[src/rtl/mux_arbiter_4x1.sv]
`default_nettype none
// ============================================================================
// Module      : mux_arbiter_4x1
// Description : Four-input round-robin arbiter with a data mux. A grant is
//               held for up to MAX_BURST accepted beats, or until the
//               granted requester drops its request. At least one idle
//               cycle separates consecutive grants.
// Revision    : 1.0 - initial release
// ----------------------------------------------------------------------------
// Ports
//   clk        in   1         system clock, rising edge
//   rst_n      in   1         synchronous active-low reset
//   req        in   4         per-requester request/valid
//   in_data    in   4*DATA_W  requester data, requester i at [i*DATA_W +: DATA_W]
//   gnt        out  4         one-hot grant, zero when idle
//   in_ready   out  4         gnt[i] & out_ready
//   out_sel    out  2         index of the granted requester
//   out_data   out  DATA_W    data slice selected by out_sel
//   out_valid  out  1         grant held and req[out_sel] high
//   out_ready  in   1         downstream ready
//   busy       out  1         high while a grant is held
// ============================================================================
module mux_arbiter_4x1 #(
    parameter int DATA_W    = 8,
    parameter int MAX_BURST = 4
) (
    input  logic                  clk,
    input  logic                  rst_n,
    input  logic [3:0]            req,
    input  logic [4*DATA_W-1:0]   in_data,
    output logic [3:0]            gnt,
    output logic [3:0]            in_ready,
    output logic [1:0]            out_sel,
    output logic [DATA_W-1:0]     out_data,
    output logic                  out_valid,
    input  logic                  out_ready,
    output logic                  busy
);

    localparam logic [0:0] c_st_idle  = 1'b0;
    localparam logic [0:0] c_st_grant = 1'b1;

    // Value of the beat counter when the final beat of a burst is accepted.
    localparam logic [3:0] c_last_beat = 4'(MAX_BURST - 1);

    logic [0:0]        state_q, state_d;
    logic [3:0]        gnt_q,   gnt_d;
    logic [1:0]        sel_q,   sel_d;
    logic [3:0]        beat_q,  beat_d;
    logic [1:0]        last_q,  last_d;

    logic [1:0]        w_win;
    logic              w_win_found;
    logic [1:0]        w_idx;
    logic              w_beat;
    logic [DATA_W-1:0] w_slice [4];

    // Split the flat data bus into per-requester words for the output mux.
    for (genvar i = 0; i < 4; i++) begin : g_split
        assign w_slice[i] = in_data[i*DATA_W +: DATA_W];
    end

    assign gnt       = gnt_q;
    assign out_sel   = sel_q;
    assign out_data  = w_slice[sel_q];
    assign busy      = (state_q == c_st_grant);
    assign out_valid = busy & req[sel_q];
    assign in_ready  = gnt_q & {4{out_ready}};
    assign w_beat    = out_valid & out_ready;

    // Round-robin search starting at last+1. Scanning from the farthest
    // candidate down to the nearest lets the nearest active one win.
    // k = 4 wraps back to last itself, which is lowest priority.
    always_comb begin
        w_win       = 2'd0;
        w_win_found = 1'b0;
        w_idx       = 2'd0;
        for (int k = 4; k >= 1; k--) begin
            w_idx = last_q + 2'(k);
            if (req[w_idx]) begin
                w_win       = w_idx;
                w_win_found = 1'b1;
            end
        end
    end

    always_comb begin
        state_d = state_q;
        gnt_d   = gnt_q;
        sel_d   = sel_q;
        beat_d  = beat_q;
        last_d  = last_q;
        case (state_q)
            c_st_idle: begin
                if (w_win_found) begin
                    state_d = c_st_grant;
                    gnt_d   = 4'b0001 << w_win;
                    sel_d   = w_win;
                    beat_d  = 4'd0;
                end
            end
            default: begin
                // Release when the owner withdraws or the final beat lands.
                if (!req[sel_q] || (w_beat && (beat_q == c_last_beat))) begin
                    state_d = c_st_idle;
                    gnt_d   = 4'b0000;
                    beat_d  = 4'd0;
                    last_d  = sel_q;
                end else if (w_beat) begin
                    beat_d  = beat_q + 4'd1;
                end
            end
        endcase
    end

    always_ff @(posedge clk) begin
        if (!rst_n) begin
            state_q <= c_st_idle;
            gnt_q   <= 4'b0000;
            sel_q   <= 2'd0;
            beat_q  <= 4'd0;
            last_q  <= 2'd3;
        end else begin
            state_q <= state_d;
            gnt_q   <= gnt_d;
            sel_q   <= sel_d;
            beat_q  <= beat_d;
            last_q  <= last_d;
        end
    end

endmodule
`default_nettype wire
[config.mk]
export PLATFORM = sky130hd
export DESIGN_NAME = mux_arbiter_4x1
export DESIGN_NICKNAME = d
export VERILOG_FILES = /design/src/rtl/mux_arbiter_4x1.sv
export SDC_FILE = /design/constraint.sdc
export NUM_CORES = 1
export LEC_CHECK = 0
export ABC_AREA = 1
export CAP_MARGIN = 20
export CORE_ASPECT_RATIO = 0.9
export CORE_MARGIN = 4
export CORE_UTILIZATION = 40
export CTS_CLUSTER_SIZE = 30
export DETAILED_ROUTE_END_ITERATION = 7
export PLACE_DENSITY = 0.8
export SYNTH_ARGS = -nofsm -noshare
export SYNTH_HDL_FRONTEND = slang
export SYNTH_SLANG_ARGS = --single-unit
[constraint.sdc]
create_clock -name clk -period 1.8 [get_ports clk]
set_input_delay 0.27 -clock clk [delete_from_list [all_inputs] [get_ports clk]]
set_output_delay 0.27 -clock clk [all_outputs]
set_load 0.05 [all_outputs]
==> flow_summary_export.csv, run 1 <==
group,metric,value,unit
floorplan,dieArea,3840,sq um
status,status,"finished, final reports clean",
critical_path,arrival,1.46,ns
floorplan,die_h,59.2,um
power,powerDensity,1260,nW/um^2
final_layout,synthToLayoutAreaGrowth,75.3,%
final_layout,final_cell_mix,"nand2_1, clkdlybuf4s50_1, nor2_1",
clocking,cts_buffers,3,
min_path,min_path_type,"flip-flop to flip-flop",
power,p_leak,0.000909,uW
grt,grt_pass1_wl,5680,um
routing,drt-wirelength-per-cell,12.0,um
critical_path,r2r_start,"busy$_SDFF_PN0_",
grt,overflow,0,
synthesis,netlist_instances,183,
sta,finalCritPeriodShare,0.963,
clocking,cts_buffer_depth,2,
synthesis,synth_area,1170,sq um
min_path,hold_start,"gnt[1]$_SDFFE_PN0P_",
sta,finalSetupViolCount,0,
grt,track_usage,0.192,
sta,post-route-min-period,1.73,ns
clocking,cts_tree,"yes",
final_layout,insertedDiodeCount,0,
clocking,cts-htree-levels,1,
critical_path,r2r_end,"gnt[3]$_SDFFE_PN0P_",
final_layout,nets,283,
clocking,clk_pin_slew,0.08,ns
power,vdd_drop_max,872,uV
floorplan,die_w,64.9,um
clocking,cts.root.buffer_cell,"clkbuf_4",
critical_path,startpoint_type,"flip-flop",
sta,skew,0.00304,ns
clocking,insertion_delay,0.28,ns
routing,ant_nets,0,
clocking,cts_num_sinks,13,
sta,whs,0.479,ns
synthesis,synth_cell_type_count,29,
synthesis,synth.net_count,223,
synthesis,yosysSeqAreaShare,0.223,
sta,slew-limit-headroom,0.669,
sta,rsz0062_at_grt,"no",
grt,grt_max_degree,21,
synthesis,yosys_warnings,0,
floorplan,io_pins,59,
placement,dpl.hpwl,2860,um
critical_path,max_stage_delay,0.41,ns
routing,first_iter_violations,56,
placement,gp_congestion,0.937,
grt,grt_pass1_vias,1250,
placement,portBuffers,58,
routing,drc_errors,0,
routing,wl,3400,um
sta,worst_slew_pin_slew,0.495,ns
min_path,hold_path_depth,2,
floorplan,core-area,2770,sq um
critical_path,worst_setup_path_end_kind,"output pin",
floorplan,row_count,18,
critical_path,cp.required,1.53,ns
routing,drt-pass1-iter-count,4,
synthesis,synth_seq_cells,13,
clocking,post-cts-setup-buffers,0,
critical_path,crit_type,"flip-flop to output pin",
final_layout,drive_gt1_frac,0.240,
critical_path,rrSetupSlack,0.26,ns
critical_path,ff2ff_path_depth,7,
sta,maxSlewViolCount,0,
critical_path,path_cells,"buf_4, o21ai_0, o22ai_4, buf_12",
floorplan,initial_core_util,0.421,
critical_path,slowest_stage,"dfxtp_4",
sta,fin_setup_tns,0,ns
sta,hold_viol_final,0,
critical_path,path_max_fanout,14,
routing,vias,1397,
job,cap_viol_max_count,0,
min_path,hold_path_end,"gnt[1]$_SDFFE_PN0P_",
synthesis,syn_avg_cell_area,6.37,sq um
clocking,cts_hold_buf,0,
grt,antenna_found_initial,0,
sta,timing.fmax,577,MHz
routing,via_per_inst,4.95,
[logic make-up (layout without fill, tap and decap cells)]
logic type	count (synthesis)	after routing	share of synthesized area
buffers and inverters	26	85	0.115
flip-flops	13	13	0.223
AND/OR/NAND/NOR	100	100	0.435
AO/OA/AOI/OAI	40	40	0.194
XOR/XNOR	3	3	0.0225
adder cells (fa/ha/maj)	1	1	0.0107
[flip-flops by register name, summed over array words and instances (netlist names)]
register  count
beat_q        4
gnt           4
last_q        2
out_sel       2
busy          1
[final cells by class]
cell class | count | area [sq um]
multi-input cells | 144 | 877
well taps | 40 | 50.0
flip-flops and latches | 13 | 265
clock buffers | 4 | 26.3
repair buffers | 61 | 738
fillers | 211 | 726
inverters | 20 | 87.6
[worst max path at each step]
stage	from	endpoint	cells past startpoint
2_1_floorplan	out_sel[1]$_SDFFE_PN0P_	out_data[5]	3
3_3_place_gp	req[2]	beat_q[0]$_SDFFE_PN0P_	11
3_5_place_dp	req[2]	beat_q[2]$_SDFFE_PN0P_	11
4_1_cts	out_sel[0]$_SDFFE_PN0P_	out_data[7]	4
5_1_grt	out_sel[0]$_SDFFE_PN0P_	out_data[3]	4
6_report	out_sel[0]$_SDFFE_PN0P_	out_data[0]	4
[cell usage after synthesis, drive strengths merged]
master | count | area share
nand3 | 9 | 0.049
dfxtp | 13 | 0.22
clkbuf | 3 | 0.0097
buf | 3 | 0.032
o211ai | 2 | 0.013
xnor2 | 1 | 0.0075
nor3 | 3 | 0.017
xor2 | 2 | 0.015
a21oi | 11 | 0.047
o21ai | 19 | 0.091
nor2 | 25 | 0.087
inv | 20 | 0.073
o22ai | 8 | 0.043
nand3b | 1 | 0.0064
nand4 | 2 | 0.011
nand2 | 59 | 0.26
and2 | 1 | 0.0075
ha | 1 | 0.011
[where the power goes]
part           internal (uW)  switching (uW)  total [uW]
sequential               352            88.4         440
combinational            818            1140        1960
clock                   86.1            92.5         179
total                   1260            1330        2580
[worst max-delay path, delay by kind of cell, from the launching register on]
kind | cells | cell delay [ns]
AOI/OAI and AO/OA | 2 | 0.43
buffers and inverters | 2 | 0.33
DFF | 1 | 0.41
[stage by stage]
stage               worst slack (ns)  std cells  power [uW]  instance area [sq um]   util
CTS                           0.0376        282        2600                   2040  0.737
global route                 0.00614        282        2750                   2040  0.738
detailed placement            0.0109        278        2400                   2010  0.726
floorplan                    -0.0661        183        1700                   1270      -
global placement              0.0386        278        2390                   2010  0.726
finish                        0.0664        282        2580                   2040  0.738
[what timing repair did]
action,4_1_cts,5_1_grt
hold endpoints to repair,0,0
endpoints found under the setup margin,7,6
resized for setup,4,3
[routing by layer]
metal	wire length, um	vias up	GRT usage
met4	28	0	0.0361
met1	1540	628	0.246
li1	-	716	-
met2	1560	48	0.318
met3	271	5	0.0626
met5	0	-	0
Power figures use the tool's default switching activity.
==> run 2: changes to the inputs <==
--- a/config.mk
+++ b/config.mk
@@ -10,6 +10,7 @@
 export CORE_ASPECT_RATIO = 0.9
 export CORE_MARGIN = 4
 export CORE_UTILIZATION = 40
+export CTS_CLUSTER_DIAMETER = 40
 export CTS_CLUSTER_SIZE = 30
 export DETAILED_ROUTE_END_ITERATION = 7
 export PLACE_DENSITY = 0.8
==> results of run 2 <==
Final layout, timing and power as in run 1 (identical DEF).
==> run 3: changes to the inputs <==
--- a/config.mk
+++ b/config.mk
@@ -13,6 +13,7 @@
 export CTS_CLUSTER_DIAMETER = 40
 export CTS_CLUSTER_SIZE = 30
 export DETAILED_ROUTE_END_ITERATION = 7
+export MAX_ROUTING_LAYER = met4
 export PLACE_DENSITY = 0.8
 export SYNTH_ARGS = -nofsm -noshare
 export SYNTH_HDL_FRONTEND = slang
==> flow_summary_export.csv, run 3 (same netlist as run 1, synthesis figures left out) <==
group,metric,value,unit
status,status,"finished, final reports clean",
grt,grt_pass1_vias,1251,
grt,antenna_found_initial,0,
critical_path,startpoint_type,"flip-flop",
routing,via_per_inst,4.97,
floorplan,row_count,18,
clocking,insertion_delay,0.28,ns
routing,drt-wirelength-per-cell,12.1,um
clocking,clk_pin_slew,0.08,ns
routing,drc_errors,0,
final_layout,insertedDiodeCount,0,
critical_path,path_max_fanout,14,
floorplan,die_h,59.2,um
floorplan,initial_core_util,0.421,
routing,ant_nets,0,
grt,grt_pass1_wl,5670,um
routing,wl,3410,um
floorplan,dieArea,3840,sq um
critical_path,max_stage_delay,0.41,ns
final_layout,stdcell_count,282,
clocking,cts_hold_buf,0,
routing,first_iter_violations,60,
grt,track_usage,0.197,
floorplan,io_pins,59,
sta,rsz0062_at_grt,"no",
routing,drt-pass1-iter-count,4,
final_layout,nets,283,
sta,maxSlewViolCount,0,
power,p_leak,0.000909,uW
critical_path,cp.required,1.53,ns
min_path,hold_start,"gnt[1]$_SDFFE_PN0P_",
sta,worst_slew_pin_slew,0.495,ns
sta,finalSetupViolCount,0,
clocking,cts_tree,"yes",
power,powerDensity,1260,nW/um^2
clocking,cts_buffers,3,
floorplan,die_w,64.9,um
min_path,min_path_type,"flip-flop to flip-flop",
job,cap_viol_max_count,0,
critical_path,crit_type,"flip-flop to output pin",
sta,slew-limit-headroom,0.669,
sta,timing.fmax,571,MHz
final_layout,final_cell_mix,"nand2_1, clkdlybuf4s50_1, nor2_1",
critical_path,r2r_start,"busy$_SDFF_PN0_",
power,vdd_drop_max,873,uV
clocking,cts_num_sinks,13,
placement,dpl.hpwl,2860,um
critical_path,path_cells,"buf_4, o21ai_0, o22ai_4, buf_12",
placement,place_inst,278,
clocking,cts.root.buffer_cell,"clkbuf_4",
clocking,cts_buffer_depth,2,
critical_path,slowest_stage,"dfxtp_4",
grt,overflow,0,
final_layout,synthToLayoutAreaGrowth,75.3,%
sta,post-route-min-period,1.75,ns
sta,hold_viol_final,0,
sta,finalCritPeriodShare,0.974,
clocking,post-cts-setup-buffers,0,
placement,portBuffers,58,
final_layout,fillerInstances,211,
grt,grt_max_degree,21,
routing,vias,1402,
sta,fin_setup_tns,0,ns
clocking,cts-htree-levels,1,
placement,gp_congestion,0.954,
critical_path,worst_setup_path_end_kind,"output pin",
critical_path,timing.critical_path.from,"out_sel[0]$_SDFFE_PN0P_",
final_layout,drive_gt1_frac,0.240,
critical_path,arrival,1.48,ns
sta,skew,0.00590,ns
floorplan,core-area,2770,sq um
-- run 3: final cells by class --
| cell class | count | area, sq um | share of cell area |
|---|---|---|---|
| multi-input cells | 144 | 877 | 0.429 |
| repair buffers | 61 | 738 | 0.361 |
| flip-flops and latches | 13 | 265 | 0.130 |
| inverters | 20 | 87.6 | 0.0428 |
| well taps | 40 | 50.0 | 0.0245 |
| clock buffers | 4 | 26.3 | 0.0129 |
-- run 3: repair_timing --
item                                    CTS  global route
hold endpoints to repair                  0             0
pin swaps                                 0             0
resized for setup                         4             3
endpoints found under the setup margin    7             6
-- run 3: routing by layer --
| metal | GRT usage | wire, um | vias up | share of wire |
|---|---|---|---|---|
| met5 | - | 0 | - | 0 |
| met4 | 0.0361 | 28 | 0 | 0.0082 |
| met3 | 0.0512 | 223 | 5 | 0.065 |
| met2 | 0.318 | 1560 | 47 | 0.46 |
| met1 | 0.252 | 1600 | 634 | 0.47 |
| li1 | - | - | 716 | - |
-- run 3: worst paths after layout --
kind,endpoint,slack (ns),cells after the start
setup / recovery,out_data[0],0.05,4
hold / removal,gnt[1]$_SDFFE_PN0P_,0.48,2
setup reg to reg,gnt[3]$_SDFFE_PN0P_,0.25,7
hold reg to reg,gnt[1]$_SDFFE_PN0P_,0.48,2
-- run 3: power by group --
| group | switching, uW | internal (uW) |
|---|---|---|
| sequential | 88.4 | 352 |
| combinational | 1140 | 818 |
| clock | 94.9 | 86.1 |
-- run 3: per-stage QoR --
stage / power (uW) / setup slack (ns) / hold WS, ns / utilization / area [sq um]
6_report: 2580 / 0.0477 / 0.480 / 0.738 / 2040
5_1_grt: 2750 / 0.00614 / 0.514 / 0.738 / 2040
4_1_cts: 2600 / 0.0376 / 0.481 / 0.737 / 2040
3_5_place_dp: 2400 / 0.0109 / 0.469 / 0.726 / 2010
3_3_place_gp: 2390 / 0.0386 / 0.470 / 0.726 / 2010
2_1_floorplan: 1700 / -0.0661 / 0.369 / - / 1270
-- run 3: critical path, delay by kind of cell, from the launching register on --
kind / cells / cell delay [ns]
compound gates: 2 / 0.45
flops: 1 / 0.41
buf+inv: 2 / 0.33
